`src/rtl/pipe_pkg.sv`:
```
// Shared pipeline definitions: stage-register state encoding, control field
// layout and the per-stage bubble values loaded on reset and flush.
package pipe_pkg;

  // Occupancy of a stage register: no entry, main only, main plus skid.
  typedef enum logic [1:0] {
    ST_EMPTY = 2'd0,
    ST_ONE   = 2'd1,
    ST_TWO   = 2'd2
  } stage_state_e;

  // Control field bit positions, shared by every stage that carries them.
  localparam int CTRL_RF_WE      = 0;
  localparam int CTRL_DRAM_WE    = 1;
  localparam int CTRL_NPC_OP_LSB = 2;
  localparam int CTRL_NPC_OP_W   = 2;
  localparam int CTRL_HAVE_INST  = 4;

  // Next-PC selection encodings.
  localparam logic [CTRL_NPC_OP_W-1:0] NPC_HOLD      = 2'd0;
  localparam logic [CTRL_NPC_OP_W-1:0] NPC_PC_PLUS_4 = 2'd1;
  localparam logic [CTRL_NPC_OP_W-1:0] NPC_BRANCH    = 2'd2;
  localparam logic [CTRL_NPC_OP_W-1:0] NPC_JUMP      = 2'd3;

  // Per-stage control widths.
  localparam int ID_EX_CTRL_W  = 12;
  localparam int EX_MEM_CTRL_W = 12;

  // A bubble writes nothing, advances the PC by 4 and carries no instruction.
  function automatic logic [ID_EX_CTRL_W-1:0] bubble_ctrl();
    logic [ID_EX_CTRL_W-1:0] c;
    c = '0;
    c[CTRL_NPC_OP_LSB +: CTRL_NPC_OP_W] = NPC_PC_PLUS_4;
    return c;
  endfunction

  localparam logic [ID_EX_CTRL_W-1:0]  ID_EX_CTRL_RST  = bubble_ctrl();
  localparam logic [EX_MEM_CTRL_W-1:0] EX_MEM_CTRL_RST = bubble_ctrl();

endpackage

```
`src/rtl/pipe_stage_reg_if.sv`:
```
// One valid/ready channel between pipeline stages: payload plus control.
// The producer uses the master modport, the consumer the slave modport.
interface pipe_stage_reg_if #(
  parameter int DATA_W = 96,
  parameter int CTRL_W = 12
);
  logic              valid;
  logic              ready;
  logic [DATA_W-1:0] data;
  logic [CTRL_W-1:0] ctrl;

  modport master (output valid, output data, output ctrl, input ready);
  modport slave  (input valid, input data, input ctrl, output ready);
endinterface

```
`src/rtl/sat_counter.sv`:
```
// Saturating event counter with synchronous clear; clear wins over increment.
module sat_counter #(
  parameter int W = 16
) (
  input  logic         ram_clk,
  input  logic         rst_n,
  input  logic         inc,
  input  logic         clr,
  output logic [W-1:0] q
);

  // Count events, stick at all-ones instead of wrapping.
  always_ff @(posedge ram_clk) begin
    // NOTE: state registers use non-blocking assignment so every flop samples
    // pre-edge values, independent of statement order between always blocks.
    if (!rst_n || clr) begin
      q <= '0;
    end else if (inc && (q != '1)) begin
      q <= q + W'(1);
    end
  end

endmodule

```
`src/rtl/pipe_stage_reg.sv`:
```
// Handshaked pipeline stage register with optional skid entry. Main holds the
// head entry shown on out_if; skid absorbs one extra entry so in_ready can come
// from state instead of from out_ready. Also counts back-pressure cycles.
module pipe_stage_reg
  import pipe_pkg::*;
#(
  parameter int                DATA_W   = 96,
  parameter int                CTRL_W   = 12,
  parameter logic [CTRL_W-1:0] CTRL_RST = '0,
  parameter int                SKID     = 1,
  parameter int                CNT_W    = 16
) (
  input  logic             ram_clk,
  input  logic             rst_n,
  input  logic             flush,
  pipe_stage_reg_if.slave  in_if,
  pipe_stage_reg_if.master out_if,
  input  logic             cnt_clr,
  output logic [CNT_W-1:0] stall_cnt
);

  stage_state_e      state, state_nxt;
  logic [DATA_W-1:0] main_data, skid_data;
  logic [CTRL_W-1:0] main_ctrl, skid_ctrl;
  logic              in_ready, out_valid;
  logic              in_xfer, out_xfer;
  logic              load_main_in, load_main_skid, load_skid;

  // Handshake qualifiers; flush blocks both sides so nothing moves while killing.
  always_comb begin
    out_valid = !flush && (state != ST_EMPTY);
    if (SKID != 0) begin
      in_ready = rst_n && !flush && (state != ST_TWO);
    end else begin
      in_ready = rst_n && !flush && ((state == ST_EMPTY) || out_if.ready);
    end
  end

  assign in_xfer      = in_if.valid && in_ready;
  assign out_xfer     = out_valid && out_if.ready;
  assign in_if.ready  = in_ready;
  assign out_if.valid = out_valid;
  assign out_if.data  = main_data;
  assign out_if.ctrl  = out_valid ? main_ctrl : CTRL_RST;

  // Next occupancy and which entry register loads from where.
  always_comb begin
    // NOTE: every combinational output gets a default first, so no path through
    // the case leaves a signal unassigned and no latch is inferred.
    state_nxt      = state;
    load_main_in   = 1'b0;
    load_main_skid = 1'b0;
    load_skid      = 1'b0;
    case (state)
      ST_EMPTY: begin
        if (in_xfer) begin
          load_main_in = 1'b1;
          state_nxt    = ST_ONE;
        end
      end
      ST_ONE: begin
        if (in_xfer && out_xfer) begin
          load_main_in = 1'b1;
        end else if (in_xfer) begin
          // Only reachable with SKID=1; SKID=0 never accepts while full and stalled.
          load_skid = 1'b1;
          state_nxt = ST_TWO;
        end else if (out_xfer) begin
          state_nxt = ST_EMPTY;
        end
      end
      ST_TWO: begin
        if (out_xfer) begin
          load_main_skid = 1'b1;
          state_nxt      = ST_ONE;
        end
      end
      default: state_nxt = ST_EMPTY;
    endcase
  end

  // State and control fields; reset and flush both turn held entries into bubbles.
  always_ff @(posedge ram_clk) begin
    if (!rst_n || flush) begin
      state     <= ST_EMPTY;
      main_ctrl <= CTRL_RST;
      skid_ctrl <= CTRL_RST;
    end else begin
      state <= state_nxt;
      if (load_main_in) begin
        main_ctrl <= in_if.ctrl;
      end else if (load_main_skid) begin
        main_ctrl <= skid_ctrl;
      end
      if (load_skid) begin
        skid_ctrl <= in_if.ctrl;
      end
    end
  end

  // Payload registers load only on transfers.
  always_ff @(posedge ram_clk) begin
    // NOTE: wide payload storage is deliberately not reset: valid/ctrl already
    // mark it dead, and a reset would add a load path to every data bit.
    if (load_main_in) begin
      main_data <= in_if.data;
    end else if (load_main_skid) begin
      main_data <= skid_data;
    end
    if (load_skid) begin
      skid_data <= in_if.data;
    end
  end

  sat_counter #(
    .W (CNT_W)
  ) u_stall_cnt (
    .ram_clk (ram_clk),
    .rst_n   (rst_n),
    .inc     (out_valid && !out_if.ready),
    .clr     (cnt_clr),
    .q       (stall_cnt)
  );

endmodule

```
`src/flat_wrapper.sv`:
```
// flat-port wrapper written by rule: the top's interface ports become plain ports
module pipe_stage_reg_flat import pipe_pkg::*;
#(
  parameter int                DATA_W   = 96,
  parameter int                CTRL_W   = 12,
  parameter logic [CTRL_W-1:0] CTRL_RST = '0,
  parameter int                SKID     = 1,
  parameter int                CNT_W    = 16
)
  (ram_clk, rst_n, flush, cnt_clr, stall_cnt, in_if_valid, in_if_data, in_if_ctrl, in_if_ready, out_if_valid, out_if_data, out_if_ctrl, out_if_ready);
  pipe_stage_reg_if #(.DATA_W(DATA_W), .CTRL_W(CTRL_W)) in_if_i ();
  pipe_stage_reg_if #(.DATA_W(DATA_W), .CTRL_W(CTRL_W)) out_if_i ();
  input  logic ram_clk;
  input  logic rst_n;
  input  logic flush;
  input  logic cnt_clr;
  output logic [CNT_W-1:0] stall_cnt;
  input wire logic [$bits(in_if_i.valid)-1:0] in_if_valid;
  input wire logic [$bits(in_if_i.data)-1:0] in_if_data;
  input wire logic [$bits(in_if_i.ctrl)-1:0] in_if_ctrl;
  output wire logic [$bits(in_if_i.ready)-1:0] in_if_ready;
  output wire logic [$bits(out_if_i.valid)-1:0] out_if_valid;
  output wire logic [$bits(out_if_i.data)-1:0] out_if_data;
  output wire logic [$bits(out_if_i.ctrl)-1:0] out_if_ctrl;
  input wire logic [$bits(out_if_i.ready)-1:0] out_if_ready;
  assign in_if_i.valid = in_if_valid;
  assign in_if_i.data = in_if_data;
  assign in_if_i.ctrl = in_if_ctrl;
  assign in_if_ready = in_if_i.ready;
  assign out_if_valid = out_if_i.valid;
  assign out_if_data = out_if_i.data;
  assign out_if_ctrl = out_if_i.ctrl;
  assign out_if_i.ready = out_if_ready;
  pipe_stage_reg #(.DATA_W(DATA_W), .CTRL_W(CTRL_W), .CTRL_RST(CTRL_RST), .SKID(SKID), .CNT_W(CNT_W)) u_core (.ram_clk(ram_clk), .rst_n(rst_n), .flush(flush), .in_if(in_if_i), .out_if(out_if_i), .cnt_clr(cnt_clr), .stall_cnt(stall_cnt));
endmodule
```
`config.mk`:
```
export PLATFORM = sky130hd
export DESIGN_NAME = pipe_stage_reg_flat
export DESIGN_NICKNAME = d
export VERILOG_FILES = /design/src/rtl/pipe_pkg.sv /design/src/rtl/pipe_stage_reg_if.sv /design/src/rtl/sat_counter.sv /design/src/rtl/pipe_stage_reg.sv /design/src/flat_wrapper.sv
export SDC_FILE = /design/constraint.sdc
export NUM_CORES = 1
export LEC_CHECK = 0
export CAP_MARGIN = 20
export CORE_MARGIN = 2
export CORE_UTILIZATION = 49
export DETAILED_ROUTE_END_ITERATION = 16
export PLACE_DENSITY = 0.86
export SLEW_MARGIN = 15
export SYNTH_ARGS = -nofsm -noshare
export SYNTH_HDL_FRONTEND = slang
export SYNTH_HIERARCHICAL = 1
export SYNTH_SLANG_ARGS = --single-unit
```
`constraint.sdc`:
```
create_clock -name ram_clk -period 6.9 [get_ports ram_clk]
set_input_delay 1.035 -clock ram_clk [delete_from_list [all_inputs] [get_ports ram_clk]]
set_output_delay 1.035 -clock ram_clk [all_outputs]
set_load 0.02 [all_outputs]
```
==> results by group <==
Clocking
  • Clock slew at reported path FFs: 0.06 ns
  • Clk sinks: approximately 230
  • H-tree lvl count: 1
  • Clk root buf: clkbuf_16
  • Worst skew pair latency: around 0.49 ns
  • Resized Gates After CTS: 0
  • Total clock buffers created by CTS: 23
  • Clock buffer depth: 3
  • Post-CTS Hold Buffers: 0
  • CTS tree: yes
  • Post-CTS Setup Repair Bufs: 0

Layout
  • Finished Cell Area: about 0.013 mm²
  • Fin util: about two thirds
  • Nets: around 900
  • # diodes: 0
  • Share of cells above drive strength 1: 18.7%
  • Area grow syn2layout: 33.6%

Timing
  • Worst hold slack: roughly 0.48 ns
  • Clock skew: about 0.011 ns
  • RSZ-0062 raised after global routing: no
  • Final setup TNS: 0 ns
  • Fmax: between 0.2 and 0.25 GHz
  • Rel. slew slack: between 30% and 40%
  • Final Hold Vio Count: 0
  • Measured slew at the worst slew-check pin: just under 1 ns
  • Final worst path period share: about 64%
  • # setup viols final: 0
  • Slew Limit Fails: 0
  • Min cycle time layout: about 4.4 ns

Route
  • Wire per inst: between 15 and 20 µm
  • Remaining DRCs: 0
  • Drt pass-1 iters: 4
  • Post-route antenna net violation count: 0
  • Vias per inst: around 5.3
  • Aggregate routed wire length: about 21000 µm
  • Starting DRC count in detailed routing: between 300 and 400
  • Vias: 5577

Placement
  • Area after DPL: ~0.012 mm²
  • DP HPWL: 13300 µm
  • GP Congestion: 0.832
  • IO Port Bufs: 239

Floorplan
  • Cell Rows: 51
  • DIE AREA: about 0.021 mm²
  • Die X: 144 µm
  • I/O Pins: between 200 and 250
  • Starting density of the core: around half
  • Core area: about 0.019 mm²
  • Die H: roughly 140 µm

Worst setup path
  • Required @ worst endpoint: ~7.1 ns
  • Worst endpoint data arrival time: roughly 4.7 ns
  • Worst-path fanout max: 53
  • Crit-path max cell delay: 0.85 ns
  • Reg2Reg Depth: 5
  • Startpoint types: input pin
  • Worst flop-to-flop path endpoint: u_core/out_if.data[61]
  • Slowest stage cell on the critical path: buf_4
  • Most frequent CP cell: buf_4
  • Setup CP Type: input pin to register
  • Worst r2r src: u_core/state[0]
  • R2R Setup Slk: between 3 and 4 ns
  • Critical path capture point type: register
  • Critical-path cell list: clkdlybuf4s50_1 > nor2b_1 > or3_4 > buf_4 > buf_4 > mux2_4

Synth
  • Top cells by count, synth: edfxtp_1 (192), mux2_4 (96), dfxtp_1 (42)
  • Yosys reg bits: 234
  • Yosys top cell area share: approximately 60%
  • Prevailing post-synth register cell: edfxtp_1
  • Ys async rst share: 0%
  • Top cell type by total area after synthesis: edfxtp_1
  • Mapped cell area: approximately 0.0096 mm²
  • Number of synthesized flops with an enable pin: roughly 190
  • Ranking of synthesized cells by area: edfxtp_1 (60%), mux2_4 (15%), dfxtp_1 (8.8%), buf_12 (2.1%), a21oi_1 (1.7%)
  • Sequential share of the synthesized area: slightly below 70%
  • Yosys cell types: between 40 and 50
  • Mapped Cells: approximately 540
  • Yosys warnings: 6
  • Mean Syn Cell Area: between 15 and 20 µm²
  • Count leader, synth: edfxtp_1
  • Mapped Nets: about 660

Pwr
  • Leak: 4.57 nW
  • Peak supply drop: 0.127 mV
  • Power Density: 233 mW/mm²

Global routing
  • GRT met2 Usage: 32.0%
  • Largest net degree at the start of global routing: 60
  • Initial antenna violation count: 0
  • Vias in the first global route: roughly 5400
  • First-pass GRT wire length: roughly 30000 µm
  • GRT overflow: 0
  • Met3 Use GR: 4.37%
  • Met1 usage: around 26%
  • Top Usage Layer GRT: met2
  • All-Layer GR Usage: 19.1%

Min path
  • Hold Path Depth: 2
  • Hold EP: u_core/skid_ctrl[6]
  • Hold Crit Start: u_core/skid_ctrl[6]
  • Tightest Hold Check Type: register to register

Job
  • Max-capacitance violation count: 0

Run status
  • Run status: completed
==> kinds of logic after synthesis <==
logic type / after synthesis / synth area share (%)
compound gates: 82 / 5.26
xor+xnor: 1 / 0.0916
fa+ha+maj: 1 / 0.131
buf+inv: 28 / 3.06
flops: 234 / 69.0
mux: 108 / 16.3
simple gates: 87 / 6.09
==> worst max-delay path by stage <==
| stage | from | to | slack [ns] | cells after the start |
|---|---|---|---|---|
| floorplan | flush | u_core/skid_data[0] | 0.85 | 4 |
| global placement | out_if_ready | u_core/out_if.data[89] | 2.08 | 6 |
| detailed placement | out_if_ready | u_core/out_if.data[0] | 1.97 | 6 |
| CTS | out_if_ready | u_core/out_if.data[69] | 2.48 | 6 |
| global route | out_if_ready | u_core/out_if.data[74] | 2.29 | 6 |
| finish | out_if_ready | u_core/out_if.data[61] | 2.47 | 6 |
==> where the power goes <==
part           switching [mW]  total [mW]  internal [mW]
registers             0.00643        1.55           1.55
logic                  0.0927       0.212          0.119
clock network           0.491        1.21          0.715
total                   0.590        2.97           2.38
==> registers in the layout, indices dropped and copies added (netlist names) <==
name,cells
u_core/out_if.data,96
u_core/skid_data,96
u_core/u_stall_cnt/q,16
u_core/main_ctrl,12
u_core/skid_ctrl,12
u_core/state,2
==> cell type report <==
type | instances | area [µm²]
clock buffer | 24 | 579
clock inverter | 14 | 145
fill | 1284 | 6560
inverter | 1 | 3.75
multi-input combinational | 279 | 2680
sequential | 234 | 6610
tap | 265 | 332
timing repair buffer | 244 | 2430
==> per-layer routing <==
metal / share of wire [%] / routed length (µm)
met1: 42 / 8680
met5: 0 / 0
met4: 1.9 / 383
met2: 48 / 9840
met3: 8.0 / 1650
==> cells in the final DEF, fill, tap and decap left out, types with 3 or more instances in the layout <==
| master | synthesis | layout |
|---|---|---|
| nand4_2 | 3 | 3 |
| nand2b_4 | 2 | 3 |
| edfxtp_1 | 192 | 192 |
| clkdlybuf4s50_1 | 0 | 239 |
| a31oi_1 | 4 | 4 |
| mux2i_1 | 12 | 12 |
| nor2_1 | 7 | 6 |
| nor3_1 | 3 | 3 |
| or4_1 | 4 | 4 |
| nand2_1 | 10 | 10 |
| dfxtp_1 | 42 | 42 |
| o31ai_1 | 16 | 16 |
| o311ai_1 | 3 | 3 |
| clkinvlp_4 | 0 | 3 |
| o41ai_1 | 3 | 3 |
| buf_4 | 0 | 5 |
| clkbuf_16 | 0 | 23 |
| and4_1 | 4 | 4 |
| a21oi_1 | 33 | 33 |
| o21ai_0 | 15 | 15 |
| clkinv_1 | 0 | 6 |
| o21ai_1 | 3 | 3 |
| and2_1 | 15 | 15 |
| nor2b_1 | 4 | 4 |
| mux2_4 | 96 | 96 |
| nand3_1 | 17 | 17 |
| bufinv_16 | 0 | 3 |
==> through the flow <==
stage	cells	setup WS [ns]	power (mW)
floorplan	541	0.849	1.68
global placement	1023	2.08	1.79
detailed placement	1023	1.97	1.79
CTS	1061	2.48	3.00
global route	1061	2.29	3.07
finish	1061	2.47	2.97
==> critical path: cells and delay by family <==
kind	cells	cell delay (ns)
multiplexers	1	0.36
AND/OR/NAND/NOR	2	1.05
buffers and inverters	3	2.11
Note: power is estimated with default switching activity, not from simulation.
==> edit 1 (config.mk and constraints unchanged) <==
`CTRL_W` is set to 12 in 3 places; all go to 24.
--- a/src/rtl/pipe_stage_reg_if.sv
+++ b/src/rtl/pipe_stage_reg_if.sv
@@ -3,5 +3,5 @@
 interface pipe_stage_reg_if #(
   parameter int DATA_W = 96,
-  parameter int CTRL_W = 12
+  parameter int CTRL_W = 24
 );
   logic              valid;
--- a/src/rtl/pipe_stage_reg.sv
+++ b/src/rtl/pipe_stage_reg.sv
@@ -6,5 +6,5 @@
 #(
   parameter int                DATA_W   = 96,
-  parameter int                CTRL_W   = 12,
+  parameter int                CTRL_W   = 24,
   parameter logic [CTRL_W-1:0] CTRL_RST = '0,
   parameter int                SKID     = 1,
--- a/src/flat_wrapper.sv
+++ b/src/flat_wrapper.sv
@@ -3,5 +3,5 @@
 #(
   parameter int                DATA_W   = 96,
-  parameter int                CTRL_W   = 12,
+  parameter int                CTRL_W   = 24,
   parameter logic [CTRL_W-1:0] CTRL_RST = '0,
   parameter int                SKID     = 1,
Ports: changed (resized in_if_ctrl and out_if_ctrl); port bits go from 240 to 264. No check against the original RTL was run, so the function may have changed too.
==> edit 1 against the original RTL <==
  * Synthesized area grew 8.7%
  * Synthesized cell count grew 22%
  * Combinational power grew 8%
  * Critical path depth shrank 2
  * Sequential share of layout area shrank 1.1 points
  * Wire length grew 20%
  * Design area grew 9.7%
  * Worst setup slack gained 280 ps
  * Worst hold slack lost 1.3 ps
  * Cell count grew 14%
  * Power grew 8.2%
  * Sequential power grew 9.7%
  * Core utilization grew 0.79 points
  * Sequential cell count grew 24
  * Critical path type is now in -> out
  * Largest power group unchanged
==> edit 1: results <==
set metrics [dict create \
    status "completed" \
    reg2reg_to "u_core/out_if.data[55]" \
    grt_use_met2 0.374 \
    max_stage_delay_ps 830 \
    vias 6589 \
    peakVddDrop_mv 0.162 \
    dr.pass1.iters 5 \
    grt_pass1_wl_mm 36.4 \
    synth_cell_types 48 \
    hold_slack_ps 475 \
    place_ws_ps 1740 \
    use_met1 0.262 \
    worst-path-max-fanout 51 \
    cp_slowest_cell "nand2b_2" \
    max-slew-margin-rel 0.288 \
    io_buffers 263 \
    hold_end "u_core/skid_ctrl[23]" \
    timing.rr.start "u_core/state[1]" \
    worst_ep_arrival_time_ps 3110 \
    drive_above_1_share 0.165 \
    p_leak_nw 4.83 \
    placed_cells 1166 \
    seq_area_frac_synth 0.681 \
    cp-endpoint "in_if_ready" \
    n_fill_cell 1445 \
    synth_area_leaders "edfxtp_1 (55%), dfxtp_1 (13%), mux2_4 (9.4%), mux2_2 (3.4%), mux2i_1 (2.4%)" \
]
edit 1: cell count changes after synthesis, moves of 13 or more:
cell      change
mux2i_1      +13
a211oi_1     +24
mux2_4       -31
nor3_1       +24
mux2_2       +31
dfxtp_1      +24
edit 1: logic make-up (layout without fill, tap and decap cells):
group / after synthesis / in the layout / share of synthesized area
muxes: 121 / 121 / 0.151
and+or+nand+nor: 134 / 134 / 0.0784
adders and majority gates: 1 / 1 / 0.00120
buffers and inverters: 42 / 318 / 0.0243
DFF: 258 / 258 / 0.681
xor gates and xnor gates: 1 / 1 / 0.000842
AOI/OAI and AO/OA: 105 / 105 / 0.0625
edit 1: power groups by stage:
stage | logic, mW | registers [mW] | clock network (mW)
after floorplan | 0.0776 | 1.75 | 0
after global placement | 0.220 | 1.73 | 0
after detailed placement | 0.226 | 1.73 | 0
after CTS | 0.229 | 1.70 | 1.32
after global routing | 0.242 | 1.70 | 1.39
final | 0.229 | 1.70 | 1.29
edit 1: final cells by class:
cell class | count | area, um^2 | area share
Multi-Input combinational cell | 362 | 3100 | 0.221
Tap cell | 275 | 344 | 0.0245
Inverter | 1 | 3.75 | 0.000268
Clock buffer | 32 | 694 | 0.0495
Timing Repair Buffer | 271 | 2700 | 0.193
Clock inverter | 14 | 85.1 | 0.00607
Sequential cell | 258 | 7090 | 0.506
edit 1: worst max-delay path: cells and delay by family:
family,cells,cell delay (ps)
buffers and inverters,2,1120
AND/OR/NAND/NOR,2,940
edit 1: metrics by stage:
stage | area, um^2 | power, mW | util
finish | 14000 | 3.22 | 0.669
detailed placement | 13200 | 1.95 | 0.631
floorplan | 10400 | 1.83 | -
CTS | 14000 | 3.25 | 0.668
global placement | 13200 | 1.95 | 0.631
global route | 14000 | 3.32 | 0.669
==> edit 2 (same settings) <==
Made on the original files. Register the output `stall_cnt`, without a reset; this adds one clock of latency there. The other outputs are not delayed to match.
--- a/src/rtl/pipe_stage_reg.sv
+++ b/src/rtl/pipe_stage_reg.sv
@@ -19,4 +19,6 @@
   output logic [CNT_W-1:0] stall_cnt
 );
+
+  logic [CNT_W-1:0] stall_cnt_d;
 
   stage_state_e      state, state_nxt;
@@ -120,6 +122,10 @@
     .inc     (out_valid && !out_if.ready),
     .clr     (cnt_clr),
-    .q       (stall_cnt)
+    .q       (stall_cnt_d)
   );
+
+  always_ff @(posedge ram_clk) begin
+    stall_cnt <= stall_cnt_d;
+  end
 
 endmodule
Formal check against the unedited RTL: not equivalent (Yosys sat finds a counterexample within 4 cycles, from zero or initial values).
==> edit 2 against the original RTL <==
  * Power rose by 3.6%
  * Wire length grew 1.7%
  * Worst setup slack improved by 380 ps
  * Sequential cell count grew 16
  * Register-to-register slack improved by 420 ps
  * Synthesized area shrank 0.92%
  * Design area grew 0.25%
  * Cell count increased by 1.6%
  * Global-route usage rose by 0.39 points
  * Largest cell class unchanged
==> edit 2: results <==
set metrics [dict create \
    p_leak_nw 4.23 \
    peakVddDrop_mv 0.167 \
    clock_skew_ps 15.4 \
    synth_top_cells_by_count "edfxtp_1 (192), mux2_2 (96), dfxtp_1 (58)" \
    worst-path-max-fanout 68 \
    n_fill_cell 1252 \
    timing.reg2reg.setup_slack_ps 3500 \
    cp_slowest_cell "nand2b_4" \
    drive_above_1_share 0.200 \
    track_usage 0.195 \
    status "completed" \
    dr.pass1.iters 5 \
    drt-vias-per-instance 5.28 \
    dp_hpwl_mm 13.8 \
    max_stage_delay_ps 920 \
    place_congestion 0.777 \
    wl_mm 20.9 \
    seq_area_frac_synth 0.731 \
    nets 916 \
    reg2reg_depth 4 \
    synth_fp_nets 672 \
    min_from "u_core/u_stall_cnt/q[1]" \
    first_iter_violations 350 \
    grt_pass1_wl_mm 31.0 \
    grt_max_degree 69 \
    hold_end "u_core/stall_cnt[1]" \
    dpl_cell_area_mm2 0.0120 \
    synth_area_leaders "edfxtp_1 (61%), dfxtp_1 (12%), mux2_2 (11%), buf_6 (1.4%), mux2i_1 (1.4%)" \
    tightest_slew_ps 985 \
    cpLargestDelayFamily "simple AND/OR/NAND/NOR gates" \
]
[edit 2: changes by cell type after synthesis, sizes merged, moves of 2 or more]
cell    unedited run  this run
a211oi             0        12
a21oi             33        20
buf               15        18
clkbuf            12        10
dfxtp             42        58
nor3               4        16
o31ai             16         4
[edit 2: how the worst max path moves through the flow]
stage	slack (ps)	endpoint	start
2_1_floorplan	810	u_core/skid_data[0]	flush
3_3_place_gp	2380	u_core/out_if.data[38]	out_if_ready
3_5_place_dp	2330	u_core/out_if.data[77]	out_if_ready
4_1_cts	2640	in_if_ready	flush
5_1_grt	2660	u_core/out_if.data[71]	out_if_ready
6_report	2850	u_core/out_if.data[71]	out_if_ready
[edit 2: worst register-to-register path: cells and delay by family (launching register included)]
kind          cells  cell delay, ps
simple gates      3            2120
buf+inv           1             550
flops             1             380
[edit 2: per-stage QoR]
step | util | setup slack (ps) | hold WS, ps | std cells
6_report | 0.680 | 2850 | 397 | 1078
5_1_grt | 0.680 | 2660 | 398 | 1078
4_1_cts | 0.680 | 2640 | 394 | 1077
3_5_place_dp | 0.640 | 2330 | 383 | 1033
3_3_place_gp | 0.640 | 2380 | 381 | 1033
2_1_floorplan | - | 806 | 363 | 557
[edit 2: area by class of cell]
cell class | instances | share of cell area
clock buffers | 35 | 0.0544
clock inverters | 9 | 0.00449
inverters | 1 | 0.000293
multi-input cells | 278 | 0.184
flip-flops and latches | 250 | 0.541
well taps | 260 | 0.0254
repair buffers | 245 | 0.191
[edit 2: metal layers]
metal  part of all wire  wire length, um  track usage  vias up
met1               0.39             8250        0.247     2779
li1                   -                -            -     2675
met4              0.014              289       0.0443        0
met2               0.50            10400        0.336      218
met5                  0                0            0        -
met3              0.093             1940       0.0530       25
[edit 2: power by group]
group	switching, mW	leakage (nW)	internal (mW)
Clock	0.530	0.363	0.707
Sequential	0.00674	2.21	1.64
Combinational	0.0878	1.66	0.107
[edit 2: cells by family after synthesis]
group / Yosys count / synth area share
flip-flops: 250 / 0.731
multiplexers: 109 / 0.128
AND/OR/NAND/NOR: 98 / 0.0655
AO/OA/AOI/OAI: 69 / 0.0517
buffers and inverters: 29 / 0.0222
XOR/XNOR: 1 / 0.000924
adder cells (fa/ha/maj): 1 / 0.00132
